$ cat src/rtl/hazard_forward_ctrl.sv
// Data-hazard control for the 5-stage core: three-level operand forwarding,
// load-use bubble insertion, and a data-memory wait freeze with a watchdog.
module hazard_forward_ctrl #(
    parameter int REG_AW           = 5,
    parameter int LOAD_USE_BUBBLES = 1,
    parameter int HIST_EN          = 1,
    parameter int MEM_TIMEOUT      = 255
) (
    input  logic              clk,
    input  logic              rst,
    input  logic [REG_AW-1:0] id_rs1,
    input  logic [REG_AW-1:0] id_rs2,
    input  logic              id_uses_rs1,
    input  logic              id_uses_rs2,
    input  logic [REG_AW-1:0] id_ex_rs1,
    input  logic [REG_AW-1:0] id_ex_rs2,
    input  logic [REG_AW-1:0] id_ex_rd,
    input  logic              id_ex_memread,
    input  logic [REG_AW-1:0] ex_mem_rd,
    input  logic              ex_mem_regwrite,
    input  logic [REG_AW-1:0] mem_wb_rd,
    input  logic              mem_wb_regwrite,
    input  logic              dmem_req,
    input  logic              dmem_ready,
    output logic [1:0]        fwd_rs1,
    output logic [1:0]        fwd_rs2,
    output logic              hist_we,
    output logic              pc_stall,
    output logic              if_id_stall,
    output logic              id_ex_flush,
    output logic              pipe_freeze,
    output logic              mem_timeout
);

    typedef enum logic {RUN = 1'b0, BUBBLE = 1'b1} state_t;

    localparam logic [2:0]  BUB_INIT  = (LOAD_USE_BUBBLES > 1) ? 3'(LOAD_USE_BUBBLES - 2) : 3'd0;
    localparam logic [15:0] WAIT_MAX  = 16'(MEM_TIMEOUT);
    localparam logic [15:0] WAIT_LAST = 16'(MEM_TIMEOUT - 1);
    localparam logic        HIST_ON   = (HIST_EN != 0);

    state_t            state, state_nxt;
    logic [2:0]        bub_cnt, bub_cnt_nxt;
    logic [15:0]       wait_cnt;
    logic              timeout_q;
    logic              hist_valid;
    logic [REG_AW-1:0] hist_rd;
    logic              frozen;
    logic              lu;
    logic              retire_we;

    function automatic logic [1:0] fwd_select(input logic [REG_AW-1:0] src);
        logic [1:0] sel;
        sel = 2'b00;
        if (ex_mem_regwrite && ex_mem_rd != '0 && ex_mem_rd == src)
            sel = 2'b01;
        else if (mem_wb_regwrite && mem_wb_rd != '0 && mem_wb_rd == src)
            sel = 2'b10;
        else if (HIST_ON && hist_valid && hist_rd == src)
            sel = 2'b11;
        return sel;
    endfunction

    assign frozen    = dmem_req && !dmem_ready;
    assign retire_we = mem_wb_regwrite && mem_wb_rd != '0 && !frozen && !rst;
    assign lu        = id_ex_memread && id_ex_rd != '0 &&
                       ((id_uses_rs1 && id_rs1 == id_ex_rd) ||
                        (id_uses_rs2 && id_rs2 == id_ex_rd));

    always_ff @(posedge clk) begin
        if (rst) begin
            state   <= RUN;
            bub_cnt <= 3'd0;
        end else begin
            state   <= state_nxt;
            bub_cnt <= bub_cnt_nxt;
        end
    end

    // A freeze parks the bubble sequence so the total bubble count stays exact.
    always_comb begin
        state_nxt   = state;
        bub_cnt_nxt = bub_cnt;
        if (!frozen) begin
            case (state)
                RUN: begin
                    if (lu && LOAD_USE_BUBBLES > 1) begin
                        state_nxt   = BUBBLE;
                        bub_cnt_nxt = BUB_INIT;
                    end
                end
                BUBBLE: begin
                    if (bub_cnt == 3'd0)
                        state_nxt = RUN;
                    else
                        bub_cnt_nxt = bub_cnt - 3'd1;
                end
                default: state_nxt = RUN;
            endcase
        end
    end

    always_comb begin
        fwd_rs1     = 2'b00;
        fwd_rs2     = 2'b00;
        hist_we     = 1'b0;
        pc_stall    = 1'b0;
        if_id_stall = 1'b0;
        id_ex_flush = 1'b0;
        pipe_freeze = 1'b0;
        mem_timeout = 1'b0;
        if (!rst) begin
            fwd_rs1     = fwd_select(id_ex_rs1);
            fwd_rs2     = fwd_select(id_ex_rs2);
            hist_we     = retire_we;
            pipe_freeze = frozen;
            mem_timeout = timeout_q;
            if (frozen) begin
                pc_stall    = 1'b1;
                if_id_stall = 1'b1;
            end else if (state == BUBBLE || lu) begin
                pc_stall    = 1'b1;
                if_id_stall = 1'b1;
                id_ex_flush = 1'b1;
            end
        end
    end

    // Watchdog counts consecutive frozen cycles; the timeout flag is sticky.
    always_ff @(posedge clk) begin
        if (rst) begin
            wait_cnt  <= 16'd0;
            timeout_q <= 1'b0;
        end else if (frozen) begin
            if (wait_cnt == WAIT_LAST)
                timeout_q <= 1'b1;
            if (wait_cnt != WAIT_MAX)
                wait_cnt <= wait_cnt + 16'd1;
        end else begin
            wait_cnt <= 16'd0;
        end
    end

    always_ff @(posedge clk) begin
        if (rst) begin
            hist_valid <= 1'b0;
            hist_rd    <= '0;
        end else if (retire_we) begin
            hist_valid <= 1'b1;
            hist_rd    <= mem_wb_rd;
        end
    end

endmodule

$ cat config.mk
export PLATFORM = sky130hd
export DESIGN_NAME = hazard_forward_ctrl
export DESIGN_NICKNAME = d
export VERILOG_FILES = /design/src/rtl/hazard_forward_ctrl.sv
export SDC_FILE = /design/constraint.sdc
export NUM_CORES = 1
export LEC_CHECK = 0
export ABC_AREA = 1
export CORE_UTILIZATION = 45
export DETAILED_ROUTE_END_ITERATION = 7
export PLACE_DENSITY = 0.75
export RECOVER_POWER = 100
export SLEW_MARGIN = 10
export SYNTH_ARGS = -nofsm -noshare
export SYNTH_HDL_FRONTEND = slang
export SYNTH_SLANG_ARGS = --single-unit
$ cat constraint.sdc
create_clock -name clk -period 2.85 [get_ports clk]
set_input_delay 0.855 -clock clk [delete_from_list [all_inputs] [get_ports clk]]
set_output_delay 0.855 -clock clk [all_outputs]
set_load 0.01 [all_outputs]
* After elaboration in Yosys (flattened, before gate mapping)
Index checks and enable logic that the tools add are counted.
** Operators by class
- Shifts and indexed selects :: 0
- $add $sub $neg :: 2
- Multiply operators :: 0
- Eq/ne operators :: 10
- Magnitude comparators :: 0
- Div/mod/pow operators :: 0
- Mux-type cells :: 18
- Bitwise operators :: 2
- Reductions and logical operators :: 27
** Operators with widths (count)
- equality test 5 bit :: 8
- adder 16 x 1 -> 16 bit, second input constant :: 1
- equality test 16 x 8 -> 1 bit, second input constant :: 1
- 2-to-1 mux 2 bit :: 8
- != test 16 x 8 -> 1 bit, second input constant :: 1
- logical AND 1 bit :: 15
- nonzero test 5 bit :: 3
- 2-to-1 mux 1 bit :: 10
- logical NOT 1 bit :: 3
- logical NOT 3 bit :: 1
- AND reduction 3 bit :: 1
- subtractor 3 x 1 -> 3 bit, second input constant :: 1
- logical OR 1 bit :: 2
- NOT 1 bit :: 2
- AND reduction 2 bit :: 1
- OR reduction 2 bit :: 1
** Storage, ports and cells
- Register bits :: 27
- Bits in writable memories :: 0
- Word-level logic and storage cells :: 65
- Bits of input ports :: 44
- Memories :: 0
- Memory bits (read-only) :: 0
- Bits in latches :: 0

* Logic depth before layout (Yosys ltp)
- Depth in word-level cells :: 8
- Gate-level depth with buffers :: 9

* Worst setup path before layout
Ideal clock, no wire load.
- Kind :: input to output
- From :: input dmem_req
- To :: output pc_stall
- Arrival time :: 1.772 ns
- Path buffers :: 2
- Cell stages on the path :: 8
- Setup slack :: 0.223 ns
- Cells stage by stage :: inv_1 > nor2_2 > inv_2 > nor2_4 > inv_1 > buf_4 > nand3_1 > buf_4
** On the way
- Cells in the longest elaborated chain, start to end :: 3
** Ends and longest elaborated chain
- start: declaration :: line 23 : input logic dmem_req,
- logical AND 1 bit :: line 64 : assign frozen = dmem_req && !dmem_ready;
- 2-to-1 mux 1 bit (2 in a row)
- end: declaration :: line 28 : output logic pc_stall,
Every way passes these cells.

* Worst setup path after layout
- From :: input id_uses_rs1
- To :: output id_ex_flush
** On the way
- Cells in the longest elaborated chain, start to end :: 7
** Ends and longest elaborated chain
- start: declaration :: line 13 : input logic id_uses_rs1,
- logical AND 1 bit :: line 67 : ((id_uses_rs1 && id_rs1 == id_ex_rd) ||
- logical OR 1 bit :: line 67
- logical AND 1 bit :: line 66 : assign lu = id_ex_memread && id_ex_rd != '0 &&
- logical OR 1 bit :: line 121 : end else if (state == BUBBLE || lu) begin
- 2-to-1 mux 1 bit :: line 121
- 2-to-1 mux 1 bit :: line 118 : if (frozen) begin
- 2-to-1 mux 1 bit :: line 112 : if (!rst) begin
- end: declaration :: line 30 : output logic id_ex_flush,
Every way passes these cells.

==> run metrics <==
worst-path maximum fanout 2; post-synthesis area per instance 6.173 sq um; Worst path max stage delay between 0.4 and 0.5 ns; vias per cell about 4.8; Port Buffers 53; Hold Path Sink hist_rd[3]$_SDFFE_PP0P_; Clock Skews a little over 0.004 ns; fmax between 300 and 400 MHz; Critical Path Slowest Stage Cell clkdlybuf4s50_1; area grow syn2layout 33.56%; antenna-violating nets left 0; CORE AREA 4354 sq um; reg2reg path depth 8; EDFF count, synth 0; Yosys reg bits 27; post-synth top area share 26.45%; Syn Inst Count 331; P_leak 1.268 nW; area of the mapped netlist 2043 sq um; share of cells above drive strength 1 17.49%; Top cell by count, worst path nand2_1; slew of the pin with the lowest slew margin 0.6705 ns; area share of xor/xnor cells in the synthesized design under 10%; Synth Area in Simple Gates 38.58%; diode count 0; starting density of the core approximately 47%; adder-cell share of the synthesized area 2.449%; CTS sink cnt 27; Crit path arrival time 1.94 ns; cts bufs inserted 3; vias in the first global route ~2000; critical path cell sequence clkdlybuf4s50_1, nand2_1, nor2_1, nand3_1, nand2_1, nand2_2, a21oi_2, buf_2; All-Layer GR Usage 22.05%; YS warnings 0; cts hold-fix bufs 0; status completed; max-slew violations 0; max_cap viols 0; WHS Path Cells 2; largest family of logic cells by synthesized area simple AND/OR/NAND/NOR gates; clk buf depth 2; Root Buffer clkbuf_8; reg2reg end wait_cnt[1]$_SDFFE_PN0P_; GRT busiest layer met2; required time worst endpoint 2.00 ns; Reg2Reg Setup Slack 1.28 ns; Worst Min Path Start hist_rd[3]$_SDFFE_PP0P_; synth unique cells 27; critical path launch point type primary input; Synth Area in Compound Gates 11.82%; dominant cell type by area after synthesis dfxtp_1; period utilization 98.03%; Hold Path Class register to register; Primary FF master, synth dfxtp_1; total grt overflow 0; DRC 0; row count 24; most frequent cell after synthesis nand2_1; Slew HR 55.30%; Die Footprint 4814 sq um; Worst Hold Slack around 0.48 ns; largest net degree at the start of global routing 17; critical path type primary input to output pin; WL final 5076 um; final net count ~460; 1st-pass router iterations 4; die height 69.38 um; fillers 429; GPL Wtd Cong 0.8531; Synth area leaders dfxtp_1 (26%), nand2_1 (17%), inv_1 (9.4%); Seq/Total Area, Yosys 26.45%; CTS tree built; WL per Instance 11.08 um; Worst-Skew Late Latency 0.27 ns; met2 Resource Use GR 38.40%; dpl ws -0.6670 ns; met1 GRT Util 29.91%; initial antenna violation count 0; final hold vios 0; global-route wire length before repair 8928 um; setup violators final 0; r2r startpoint wait_cnt[0]$_SDFFE_PN0P_; final setup margin 0.05614 ns; post-synthesis mux area share 0%; pwr dens ~290 nW/um^2; Ports between 50 and 60; HPWL after detailed placement 4105 um; Die Wd 69.38 um; commonest cells in the netlist nand2_1 (92), inv_1 (51), nor2_1 (37); RSZ-0062 raised after global routing yes; met3 Use GR between 1.5 and 2%; Worst Setup End Kind output pin; Worst-path clk slew 0.09 ns; ys async rst share 0%; post-synth net total roughly 380; H-tree levels 1; vias 2182; min cycle time layout between 2 and 3 ns; initial DRC count between 80 and 90; maximum VDD drop around 0.26 mV
[report_power, final]
group / internal [W] / total, W / switching (W)
clock network: 0.0000992 / 0.000219 / 0.000119
registers: 0.000384 / 0.000389 / 0.00000568
logic: 0.0000935 / 0.000192 / 0.0000985
[state kept, by name (all words and copies together) (netlist names)]
signal,flops
hist_valid,1
timeout_q,1
wait_cnt,16
bub_cnt,3
state,1
hist_rd,5
[kinds of logic (layout without fill, tap and decap cells)]
| family | after synthesis | after routing |
|---|---|---|
| buffers and inverters | 61 | 136 |
| and+or+nand+nor | 175 | 175 |
| xor gates and xnor gates | 21 | 21 |
| adders and majority gates | 4 | 4 |
| DFF | 27 | 27 |
| AOI/OAI and AO/OA | 43 | 43 |
[stage by stage]
| step | instances | power (W) | setup TNS [ns] | cell area [sq um] | utilization, % |
|---|---|---|---|---|---|
| 5_1_grt | 458 | 0.0008484 | -0.1910 | 2729 | 62.67 |
| 4_1_cts | 457 | 0.0008106 | 0 | 2740 | 62.93 |
| 2_1_floorplan | 331 | 0.0004889 | 0 | 2043 | - |
| 3_5_place_dp | 453 | 0.0006090 | -5.020 | 2771 | 63.65 |
| 3_3_place_gp | 453 | 0.0006069 | -4.810 | 2771 | 63.65 |
| 6_report | 458 | 0.0008000 | 0 | 2729 | 62.67 |
[worst max-delay path: cells and delay by family]
family / cells / cell delay [ns]
buf+inv: 2 / 0.61
simple gates: 5 / 0.37
compound gates: 1 / 0.10
[worst max-delay path by stage]
stage                      start     endpoint  cells past startpoint  slack (ns)
global route         id_uses_rs1  id_ex_flush                      8       -0.06
global placement    ex_mem_rd[0]   fwd_rs1[1]                      9       -0.62
floorplan               dmem_req     pc_stall                      8        0.22
finish               id_uses_rs1  id_ex_flush                      8        0.06
detailed placement  ex_mem_rd[0]   fwd_rs1[1]                      9       -0.67
CTS                     dmem_req  pipe_freeze                      7        0.01
[area by class of cell]
cell class	instances	area [sq um]	share of cell area (%)
Inverter	57	214.0	7.840
Multi-Input combinational cell	243	1287	47.18
Sequential cell	27	540.5	19.81
Timing Repair Buffer	75	573.1	21.00
Clock inverter	1	7.507	0.2751
Clock buffer	3	41.29	1.513
Tap cell	52	65.06	2.384
[cell usage in the layout (no fill, tap or decap), types with 2 or more instances in the layout]
cell,n
a21oi_2,5
ha_1,4
nor2_1,35
nand3_2,7
nor2_4,2
inv_1,49
xnor2_1,9
dlygate4sd2_1,31
o21a_1,3
o21ai_0,12
inv_2,8
xor2_1,12
clkdlybuf4s50_1,8
nand2_1,91
clkbuf_2,6
buf_4,16
nand3_1,18
clkbuf_8,3
nand4_1,7
nand2_2,4
buf_2,7
dfxtp_1,27
a21oi_1,15
clkbuf_1,5
nor2_2,6
a31oi_1,5
or2_2,2
[what timing repair did]
item                                    4_1_cts  5_1_grt
setup buffers                                 0        1
resized for setup                            74       18
pin swaps                                    14       18
endpoints found under the setup margin       10        8
cloned                                        0        0
[layer usage]
layer,vias to the layer above,part of all wire (%)
met3,5,3.1
met4,0,0.69
met2,41,48
met1,950,49
li1,1186,-
met5,-,0
No activity file was read; power rests on OpenSTA's default activity.
